$ cat config.mk
export PLATFORM = sky130hd
export DESIGN_NAME = rpsc_annunciator
export DESIGN_NICKNAME = d
export VERILOG_FILES = /design/src/rtl/rpsc_annunciator.sv
export SDC_FILE = /design/constraint.sdc
export NUM_CORES = 1
export LEC_CHECK = 0
export CORE_UTILIZATION = 30
export DETAILED_ROUTE_END_ITERATION = 6
export DONT_BUFFER_PORTS = 1
export PLACE_DENSITY_LB_ADDON = 0.2
export SYNTH_ARGS = -nofsm -noshare
export SYNTH_HDL_FRONTEND = slang
export SYNTH_SLANG_ARGS = --single-unit
$ cat constraint.sdc
create_clock -name clk -period 5.57 [get_ports clk]
set_input_delay 0.557 -clock clk [delete_from_list [all_inputs] [get_ports clk]]
set_output_delay 0.557 -clock clk [all_outputs]
set_load 0.02 [all_outputs]
$ cat src/rtl/rpsc_annunciator.sv
// rtl/rpsc_annunciator.sv - RPSC fault annunciator: debounce, trip latch, first-out, lamps, horn, PAMP interlock
module rpsc_annunciator #(
    parameter int N_CH         = 8,
    parameter int DEBOUNCE_CYC = 16,
    parameter int FLASH_HALF   = 50000
) (
    input  logic            clk,
    input  logic            reset,
    input  logic [N_CH-1:0] i_ff_out,
    input  logic            i_ack,
    input  logic            i_clear,
    input  logic            i_lamp_test,
    output logic [N_CH-1:0] o_lamp,
    output logic [N_CH-1:0] o_first_out,
    output logic            o_horn,
    output logic            o_alarm_active,
    output logic            o_pamp_interlock
);

    localparam int CW = $clog2(DEBOUNCE_CYC + 1);
    localparam int FW = $clog2(FLASH_HALF);

    localparam logic [1:0] ST_NORMAL = 2'd0;
    localparam logic [1:0] ST_UNACK  = 2'd1;
    localparam logic [1:0] ST_ACKED  = 2'd2;

    logic [N_CH-1:0] ff_s1, ff_s2;
    logic [2:0]      ctl_s1, ctl_s2, ctl_d;
    logic [N_CH-1:0] filt, filt_d;
    logic [CW-1:0]   db_cnt [N_CH];
    logic [N_CH-1:0] trip_latch, ack;
    logic [N_CH-1:0] first_out;
    logic [1:0]      state;
    logic [FW-1:0]   flash_cnt;
    logic            flash_phase;

    logic            ack_edge, clear_edge;
    logic [N_CH-1:0] set_mask, clr_mask, latch_nxt, ack_nxt, lowest_set, lamp_nxt;
    logic [1:0]      state_nxt;

    // Two-flop synchronizers for the trip lines and the operator controls
    always_ff @(posedge clk or posedge reset) begin
        if (reset) begin
            ff_s1  <= '0;
            ff_s2  <= '0;
            ctl_s1 <= '0;
            ctl_s2 <= '0;
            ctl_d  <= '0;
        end else begin
            ff_s1  <= i_ff_out;
            ff_s2  <= ff_s1;
            ctl_s1 <= {i_lamp_test, i_clear, i_ack};
            ctl_s2 <= ctl_s1;
            ctl_d  <= ctl_s2;
        end
    end

    // Per-channel debounce: filtered value follows only after DEBOUNCE_CYC steady differing cycles
    always_ff @(posedge clk or posedge reset) begin
        if (reset) begin
            filt   <= '0;
            filt_d <= '0;
            for (int i = 0; i < N_CH; i++) db_cnt[i] <= '0;
        end else begin
            filt_d <= filt;
            for (int i = 0; i < N_CH; i++) begin
                if (ff_s2[i] == filt[i]) begin
                    db_cnt[i] <= '0;
                end else if (db_cnt[i] == CW'(DEBOUNCE_CYC - 1)) begin
                    filt[i]   <= ff_s2[i];
                    db_cnt[i] <= '0;
                end else begin
                    db_cnt[i] <= db_cnt[i] + 1'b1;
                end
            end
        end
    end

    // Next-state latch/ack bits; an ack edge swallows a coincident clear edge
    always_comb begin
        ack_edge   = ctl_s2[0] & ~ctl_d[0];
        clear_edge = ctl_s2[1] & ~ctl_d[1] & ~ack_edge;
        set_mask   = filt & ~filt_d & ~ack;
        clr_mask   = clear_edge ? (ack & ~filt) : '0;
        latch_nxt  = (trip_latch & ~clr_mask) | set_mask;
        if (ack_edge) ack_nxt = ack | trip_latch;
        else          ack_nxt = ack & ~clr_mask;
        if (latch_nxt == '0)                 state_nxt = ST_NORMAL;
        else if ((latch_nxt & ~ack_nxt) != '0) state_nxt = ST_UNACK;
        else                                 state_nxt = ST_ACKED;
        lowest_set = '0;
        for (int i = N_CH - 1; i >= 0; i--) begin
            if (set_mask[i]) lowest_set = N_CH'(1) << i;
        end
    end

    // Trip latches, ack bits, FSM and first-out register
    always_ff @(posedge clk or posedge reset) begin
        if (reset) begin
            trip_latch <= '0;
            ack        <= '0;
            state      <= ST_NORMAL;
            first_out  <= '0;
        end else begin
            trip_latch <= latch_nxt;
            ack        <= ack_nxt;
            state      <= state_nxt;
            if (trip_latch == '0 && set_mask != '0)
                first_out <= lowest_set;
            else if ((first_out & latch_nxt) == '0)
                first_out <= '0;
        end
    end

    // Free-running flash generator; phase starts high out of reset
    always_ff @(posedge clk or posedge reset) begin
        if (reset) begin
            flash_cnt   <= '0;
            flash_phase <= 1'b1;
        end else if (flash_cnt == FW'(FLASH_HALF - 1)) begin
            flash_cnt   <= '0;
            flash_phase <= ~flash_phase;
        end else begin
            flash_cnt <= flash_cnt + 1'b1;
        end
    end

    // Lamp drive: test forces on, unacked flashes, acked steady
    always_comb begin
        if (ctl_s2[2]) lamp_nxt = '1;
        else           lamp_nxt = (trip_latch & ~ack & {N_CH{flash_phase}}) | (trip_latch & ack);
    end

    // Registered operator-facing outputs
    always_ff @(posedge clk or posedge reset) begin
        if (reset) begin
            o_lamp           <= '0;
            o_first_out      <= '0;
            o_horn           <= 1'b0;
            o_alarm_active   <= 1'b0;
            o_pamp_interlock <= 1'b0;
        end else begin
            o_lamp           <= lamp_nxt;
            o_first_out      <= first_out;
            o_horn           <= (state == ST_UNACK);
            o_alarm_active   <= |trip_latch;
            o_pamp_interlock <= (|trip_latch) | (|filt);
        end
    end

endmodule
# ---- Word level (Yosys, flattened, before mapping)
# Index checks and enable logic that the tools add are counted.
dict set report op_classes {
  add_sub_neg 9
  bitwise_logic 34
  reduce_logical 17
  eq_ne 18
  mux 32
}
# cell count
set ops {}
lappend ops {{8-bit two-way mux} 13}
lappend ops {{8-bit bitwise AND} 10}
lappend ops {{5-bit two-way mux} 16}
lappend ops {{5-bit by 1-bit adder with 5-bit output, second input constant} 8}
lappend ops {{5-bit by 4-bit == test with 1-bit output, second input constant} 8}
lappend ops {{8-bit NOT} 5}
lappend ops {{8-bit logical NOT} 3}
lappend ops {{8-bit OR} 3}
lappend ops {{16-bit by 1-bit adder with 16-bit output, second input constant} 1}
lappend ops {{16-bit == test, second input constant} 1}
lappend ops {{16-bit two-way mux} 1}
lappend ops {{2-bit AND reduction} 8}
lappend ops {{8-bit nonzero test} 2}
lappend ops {{8-bit OR reduction} 2}
lappend ops {{1-bit NOT} 12}
lappend ops {{1-bit == test} 8}
lappend ops {{2-bit two-way mux} 2}
lappend ops {{1-bit bitwise AND} 3}
lappend ops {{2-bit by 1-bit == test with 1-bit output, second input constant} 1}
lappend ops {{2-bit nonzero test} 1}
lappend ops {{1-bit logical AND} 1}
lappend ops {{1-bit OR} 1}
dict set report totals {
  regBits 142
  input_bits 13
  elab_cells 143
  output_inout_bits 19
}

# ---- Depth between registers and ports, before layout
# Gate-level depths: netlist of the first run.
dict set report logic_depth {
  ltp_word 13
  mapped_depth 6
  ltp_nobuf 6
}

# ---- Worst setup path after synthesis of the first run
# Ideal clock, no wire load.
dict set report synth_timing {
  path_kind {reg2reg}
  from {register ctl_s2[0]}
  to {register first_out[6]}
  required_time_ps 5449
  path_stages_with_launch 7
  synth_period_minus_slack_ps 1781
  t_arrival_ps 1660
  slack_ps 3789
  setup_time_ps 121
  path_buffers 1
  cell_sequence {dfrtp_1 nor2b_4 buf_6 o32a_4 a22oi_4 a41oi_4 a22o_1}
}
dict set report synth_between {
  elab_chain_len 10
}
# element line_no
set synth_lines {}
lappend synth_lines {{start, declared} 28} ;# logic [2:0] ctl_s1, ctl_s2, ctl_d;
lappend synth_lines {{start signal, assigned} 53} ;# ctl_s2 <= ctl_s1;
lappend synth_lines {{1-bit bitwise AND} 81} ;# ack_edge = ctl_s2[0] & ~ctl_d[0];
lappend synth_lines {{1-bit NOT} 82} ;# clear_edge = ctl_s2[1] & ~ctl_d[1] & ~ack_edge;
lappend synth_lines {{1-bit bitwise AND} 82}
lappend synth_lines {{8-bit two-way mux} 84} ;# clr_mask = clear_edge ? (ack & ~filt) : '0;
lappend synth_lines {{8-bit NOT} 85} ;# latch_nxt = (trip_latch & ~clr_mask) | set_mask;
lappend synth_lines {{8-bit bitwise AND} 85}
lappend synth_lines {{8-bit OR} 85}
lappend synth_lines {{net latch_nxt[1]} 38} ;# logic [N_CH-1:0] set_mask, clr_mask, latch_nxt, ack_nxt, lowest_set, lamp_nxt;
lappend synth_lines {{8-bit bitwise AND} 110} ;# else if ((first_out & latch_nxt) == '0)
lappend synth_lines {{8-bit logical NOT} 110}
lappend synth_lines {{2-bit nonzero test (no line)} --}
lappend synth_lines {{end signal, assigned} 109} ;# first_out <= lowest_set;
lappend synth_lines {{end, declared} 32} ;# logic [N_CH-1:0] first_out;
# The timed path passes the listed nets, and every way through them passes these cells.
# A chain may end at the register's enable or synchronous reset.

# ---- Worst setup path in the final report of the first run
dict set report layout_timing {
  from {register filt[5]}
  to {register first_out[6]}
}
dict set report layout_between {
  elab_chain_len 9
  word_cells_on_any_way 20
  cone_classes {mux (8); bitwise (8); reduce/logical (4)}
}
# element line_no
set layout_lines {}
lappend layout_lines {{start, declared} 29} ;# logic [N_CH-1:0] filt, filt_d;
lappend layout_lines {{start signal, assigned by index} 70} ;# filt[i] <= ff_s2[i];
lappend layout_lines {{8-bit bitwise AND or 8-bit NOT (tied branches)} {83, 84}}
lappend layout_lines {{8-bit bitwise AND (on tied branches)} {83, 84}}
lappend layout_lines {{8-bit two-way mux (on tied branches)} {93, 84}}
lappend layout_lines {{8-bit two-way mux or 8-bit NOT (tied branches)} {93, 85}}
lappend layout_lines {{8-bit two-way mux or 8-bit bitwise AND (tied branches)} {93, 85}}
lappend layout_lines {{8-bit two-way mux or 8-bit OR (tied branches)} {93, 85}}
lappend layout_lines {{8-bit two-way mux or 8-bit bitwise AND (tied branches)} {93, 110}}
lappend layout_lines {{8-bit two-way mux or 8-bit logical NOT (tied branches)} {93, 110}}
lappend layout_lines {{8-bit two-way mux or 2-bit nonzero test (tied branches)} --}
# Parallel ways exist; a longest one is shown, timed or not.

==> results of run 1 <==
flip-flops by register name, indices dropped and copies added, names as in the netlist, 3 cells and up:
register     count
ack              8
ctl_s1           3
ctl_s2           3
db_cnt          40
ff_s1            8
ff_s2            8
filt             8
filt_d           8
first_out        8
flash_cnt       16
o_first_out      8
o_lamp           8
trip_latch       8
cells by family after synthesis:
kind of cell,synth area share
simple gates,0.172
flops,0.636
compound gates,0.0851
xor+xnor,0.0611
buf+inv,0.00963
fa+ha+maj,0.0202
mux,0.0161
routing by layer:
| metal | up-vias | global-route usage | wire, µm |
|---|---|---|---|
| met2 | 49 | 0.182 | 4800 |
| li1 | 1572 | - | - |
| met5 | - | 0 | 0 |
| met3 | 14 | 0.0426 | 338 |
| met4 | 0 | 0.0485 | 168 |
| met1 | 1647 | 0.167 | 5300 |
placed cells by master, fill, tap and decap left out, drive strengths merged:
cell type | netlist | routed
a21oi | 9 | 9
a22o | 6 | 6
a22oi | 4 | 4
a31oi | 1 | 1
a32o | 1 | 1
a32oi | 1 | 1
a41oi | 1 | 1
and2 | 13 | 13
and2b | 1 | 1
and3 | 10 | 10
and4 | 1 | 1
buf | 2 | 1
bufinv | 0 | 3
clkbuf | 1 | 23
clkinv | 0 | 4
clkinvlp | 0 | 2
dfrtp | 141 | 141
dfstp | 1 | 1
ha | 9 | 9
inv | 9 | 9
mux2 | 8 | 8
nand2 | 18 | 18
nand2b | 19 | 19
nand3 | 25 | 25
nand4 | 3 | 3
nor2 | 41 | 41
nor2b | 5 | 5
nor3 | 5 | 5
nor3b | 17 | 17
nor4 | 8 | 8
o21ai | 25 | 25
o22ai | 4 | 4
o2bb2ai | 1 | 1
o32a | 7 | 7
or3b | 2 | 2
or4 | 2 | 2
xnor2 | 7 | 7
xor2 | 32 | 32
final cells by class:
type	count	area, µm²
clock inverters	9	133
flip-flops and latches	142	3550
well taps	229	287
repair buffers	1	7.51
inverters	9	38.8
clock buffers	23	488
multi-input cells	286	1980
fillers	1721	11600
metrics by stage:
| stage | utilization | hold slack (ns) | power [µW] |
|---|---|---|---|
| floorplan | - | 0.331 | 1180 |
| global placement | 0.324 | 0.334 | 1200 |
| detailed placement | 0.324 | 0.337 | 1200 |
| CTS | 0.359 | 0.145 | 2390 |
| global route | 0.359 | 0.133 | 2460 |
| finish | 0.359 | 0.168 | 2350 |
power breakdown:
part | switching [µW] | leakage (µW) | internal, µW
Combinational | 54.3 | 0.000958 | 27.5
Clock | 416 | 0.000299 | 752
Sequential | 33.5 | 0.00187 | 1070
critical path: cells and delay by family, from the launching register on:
| kind | cells | cell delay (ns) |
|---|---|---|
| AO/OA/AOI/OAI | 3 | 0.75 |
| flip-flops | 1 | 0.45 |
| AND/OR/NAND/NOR | 2 | 0.72 |
worst paths after layout:
kind | start | endpoint | slack [ns] | cells after the start
worst max-delay path | filt[5] | first_out[6] | 3.54 | 5
worst min-delay path | reset | flash_cnt[10] | 0.17 | 1
worst max register to register | filt[5] | first_out[6] | 3.54 | 5
worst min register to register | ff_s1[4] | ff_s2[4] | 0.34 | 0
max in group asynchronous | reset | o_horn | 4.27 | 2
min in group clk | i_ff_out[3] | ff_s1[3] | 0.17 | 0
==> qor.yml, run 1 <==
outcome:
  outcome: "complete, but fails checks"
  violations: "design-rule violations"
clock_network:
  cts_inserted_buffers: 17
  clock_latency_ns: 0.41
  cts.reportedPaths.clkPinSlew_ns: 0.06
  root_buffer: "clkbuf_16"
  cts_resized: 0
  post_cts_buffers: 0
  cts_tree: "done"
  cts_num_sinks: 142
  clk_path_buf_depth: 2
  cts_hold_buffers: 0
  cts.htree.levels: 4
grt:
  grt_max_degree: 95
  antenna_found_initial: 0
  grt_pass1_wl_mm: 18.3
  grt_overflow: 0
  grtUsageTotal: 0.124
  first_global_vias: 3455
sta:
  fin_skew_ns: 0.00578
  slew_headroom: 0.426
  finalMaxSlewViolations: 0
  fmax_mhz: 493
  final_hold_viol_count: 0
  period_share: 0.364
  finalSetupTns_ns: 0
  layout_setup_ws_ns: 3.54
  tightest_slew_ns: 0.861
  finalSetupViolCount: 0
  rsz0062_at_grt: "no"
  period_minus_slack_ns: 2.03
route:
  num_vias: 3282
  drtPass1Iterations: 6
  drt_iter0_markers: 187
  avgRoutedWirePerCell_um: 15.2
  wirelength_mm: 10.6
  routed_via_density: 4.70
  drc_errors: 6
  drtAntennaViolNets: 0
synthesis:
  ys_top_cells_by_area: "dfrtp_1 63%, xor2_1 5.0%, nor2_1 2.8%, nand3_1 2.2%, o21ai_0 2.2%"
  ys_ff_latch: 142
  synth_fp_nets: 462
  synth_common_cells: "141 x dfrtp_1, 41 x nor2_1, 32 x xor2_1"
  synth_cell_types: 45
  yosys_warnings: 0
  async_flop_share: 1.00
  synthCells: 440
  yosysTopAreaCellShare: 0.631
  synth.most_common_cell: "dfrtp_1"
  ys_seq_area_frac: 0.636
  yosysTopAreaCell: "dfrtp_1"
  avgSynthCellArea_um2: 12.7
  netlist_area_um2: 5590
  synth_edf_count: 0
  synthFlopType: "dfrtp_1"
worst_setup_path:
  worstPathArrival_ns: 2.33
  critPathLaunchType: "flop"
  crit_path_max_fanout: 8
  cp_cell_sequence: "nor3b_1, nor4_1, a31oi_1, a41oi_4, a22o_1"
  slowest_stage: "nor3b_1"
  critPathKind: "reg2reg"
  cp_slowest_stage_delay_ns: 0.58
  required_ns: 5.87
  worstSetupEndpointType: "flop"
floorplan:
  pin_count: 32
  die_width_um: 138
  rows: 49
  start_util: 0.309
  core_area_um2: 18100
  dieHeight_um: 138
  fp.dieArea_um2: 19200
layout:
  diodes: 0
  layout-drive-gt1-share: 0.132
  fin_area_um2: 6490
  area_delta_synth_final_pct: 16.1
  layout.nets: 479
  finalNonFillerCells: 699
power_and_ir_drop:
  power_density_nw_per_um2: 362
  power.leakage_uw: 0.00313
  peakVddDrop_mv: 0.207
placement:
  finalWeightedCongestion: 0.786
  dpl_cell_area_um2: 5870
  dp_slack_ns: 3.59
  dp.cells: 667
  port_buffers: 0
  dp_hpwl_mm: 7.13
job:
  max-cap-violations: 0
hold_path:
  hp-class: "in2async"
No activity file was read; power rests on OpenSTA's default activity.
==> run 2, diff against run 1 <==
clock period = 1.9 ns   (was 5.57 ns; I/O delays follow)
==> run 2 against run 1 <==
Against the previous run:
- the run still ends with design-rule violations left
- maximum frequency rose by 11%
- largest cell class unchanged
- sequential power rose to 2.9 times the previous value
- global-route usage rose by 0.23 points
- critical path depth did not move
==> qor.yml, run 2 (synthesized netlist as in run 1, its figures left out) <==
worst_setup_path:
  worstSetupEndpointType: "flop"
  cp_cell_sequence: "nand2b_2, o32a_1, a22oi_2, a41oi_4, a22o_1"
  worstPathArrival_ns: 2.13  # -0.20 ns
  critPathLaunchType: "flop"
  crit_buf_inv: 0  # unchanged
  slowest_stage: "o32a_1"
  crit_cells: 5  # unchanged
  reg2reg_depth: 5  # unchanged
  crit_path_max_fanout: 8  # unchanged
  critPathKind: "reg2reg"
  crit_family: "compound AO/OA/AOI/OAI gates"
  required_ns: 2.20  # -3.67 ns
  cp_slowest_stage_delay_ns: 0.38  # -0.20 ns
sta:
  finalSetupViolCount: 0  # unchanged
  fin_skew_ns: 0.00799  # +0.00221 ns
  period_share: 0.961  # +0.596
  finalMaxSlewViolations: 0  # unchanged
  slew_headroom: 0.688  # +0.262
  final_hold_viol_count: 0  # unchanged
  tightest_slew_ns: 0.463  # -0.398 ns
  fmax_mhz: 548  # +11%
  period_minus_slack_ns: 1.83  # -0.204 ns
  layout_setup_ws_ns: 0.0747  # -3.47 ns
floorplan:
  start_util: 0.309  # unchanged
  core_area_um2: 18100  # unchanged
  dieHeight_um: 138  # unchanged
  rows: 49  # unchanged
  die_width_um: 138  # unchanged
  pin_count: 32  # unchanged
  fp.dieArea_um2: 19200  # unchanged
route:
  routed_via_density: 4.69  # about the same
  drc_errors: 6  # unchanged
  wirelength_mm: 10.9  # +2.3%
  drt_iter0_markers: 144  # -23%
  avgRoutedWirePerCell_um: 14.7  # -3.0%
  drtPass1Iterations: 6  # unchanged
  num_vias: 3460  # +5.4%
  drtAntennaViolNets: 0  # unchanged
placement:
  port_buffers: 0  # unchanged
  dp.cells: 692  # +3.7%
  finalWeightedCongestion: 0.786  # about the same
  dp_hpwl_mm: 7.35  # +3.1%
  dp_slack_ns: 0.00895  # -3.58 ns
outcome:
  violations: "design-rule violations"
  outcome: "complete, but fails checks"
clock_network:
  clock_latency_ns: 0.41  # about the same
  cts_num_sinks: 142  # unchanged
  cts.reportedPaths.clkPinSlew_ns: 0.06  # about the same
  cts_inserted_buffers: 17  # unchanged
  cts_tree: "done"
  cts.htree.levels: 4  # unchanged
  clk_path_buf_depth: 2  # unchanged
  root_buffer: "clkbuf_16"
grt:
  grtUsageTotal: 0.126  # +0.00230
  grt_pass1_wl_mm: 18.7  # +2.3%
  grt_max_degree: 77  # -19%
  antenna_found_initial: 0  # unchanged
  grt_overflow: 0  # unchanged
  first_global_vias: 3614  # +4.6%
layout:
  finalNonFillerCells: 737  # +5.4%
  area_delta_synth_final_pct: 22.2
  largest_reg_flops: 40  # unchanged
  layout_common_cells: "140 x dfrtp_1, 41 x nor2_1, 32 x xor2_1, 26 x buf_4"
  diodes: 0  # unchanged
  final_common_cell: "dfrtp_1"
  layout-drive-gt1-share: 0.183  # +0.0512
  num-fill-cells: 1727  # +0.35%
  top_register: "db_cnt"
  layout.nets: 518  # +8.1%
  top_regs: "db_cnt (40), flash_cnt (16)"
power_and_ir_drop:
  power.leakage_uw: 0.00331  # +5.8%
  peakVddDrop_mv: 0.644  # +210%
  power_density_nw_per_um2: 991  # +170%
  p_total_uw: 6770  # +190%
job:
  max-cap-violations: 0  # unchanged
hold_path:
  holdPathStages: 1
  hp-class: "in2reg"
==> run 2: cell count changes in the layout (fill, tap and decap cells not counted), moves of 2 or more <==
| cell | previous run | this run |
|---|---|---|
| buf_4 | 1 | 26 |
| dlygate4sd3_1 | 0 | 12 |
| buf_12 | 0 | 2 |
| clkinvlp_4 | 2 | 4 |
| nor3b_4 | 0 | 2 |
| nor3b_1 | 13 | 11 |
==> run 2: through the flow <==
| stage | hold WS (ns) | util | TNS (ns) | cell area, µm² |
|---|---|---|---|---|
| 3_5_place_dp | 0.221 | 0.336 | 0 | 6080 |
| 4_1_cts | 0.306 | 0.375 | 0 | 6790 |
| 2_1_floorplan | 0.221 | - | -9.34 | 5590 |
| 3_3_place_gp | 0.221 | 0.336 | 0 | 6080 |
| 6_report | 0.328 | 0.378 | 0 | 6830 |
| 5_1_grt | 0.310 | 0.378 | -0.0118 | 6830 |
==> run 2: per-layer routing <==
metal	vias to the layer above	global-route usage	wire [µm]
met1	1744	0.165	5150
met3	10	0.0426	464
li1	1647	-	-
met4	0	0.0485	145
met5	-	0	0
met2	59	0.192	5100
==> run 2: repair_timing <==
| action | CTS | global route |
|---|---|---|
| hold buffers | 12 | 0 |
| setup endpoints to repair | 1 | 8 |
| buffers inserted | 0 | 2 |
| hold endpoints to repair | 152 | 0 |
| gates resized for setup | 1 | 6 |
| pin swaps | 0 | 4 |
==> run 2: final timing paths <==
path	start	end	slack [ns]
worst max-delay path	ctl_d[1]	first_out[6]	0.07
worst min-delay path	i_ff_out[7]	ff_s1[7]	0.33
worst max register to register	ctl_d[1]	first_out[6]	0.07
worst min register to register	ff_s1[3]	ff_s2[3]	0.35
max in group asynchronous	reset	flash_phase	1.13
min in group asynchronous	reset	ff_s1[4]	0.38
==> run 2: cell type report <==
type / count / area, µm² / area share
Tap cell: 229 / 287 / 0.0419
Inverter: 9 / 37.5 / 0.00550
Sequential cell: 142 / 3560 / 0.521
Timing Repair Buffer: 40 / 355 / 0.0520
Clock buffer: 22 / 474 / 0.0694
Multi-Input combinational cell: 286 / 2010 / 0.294
Clock inverter: 9 / 110 / 0.0161
==> run 2: power breakdown <==
part	total (µW)	switching (µW)	internal (µW)
Clock	3260	1230	2030
Sequential	3220	90.8	3130
Combinational	288	171	117
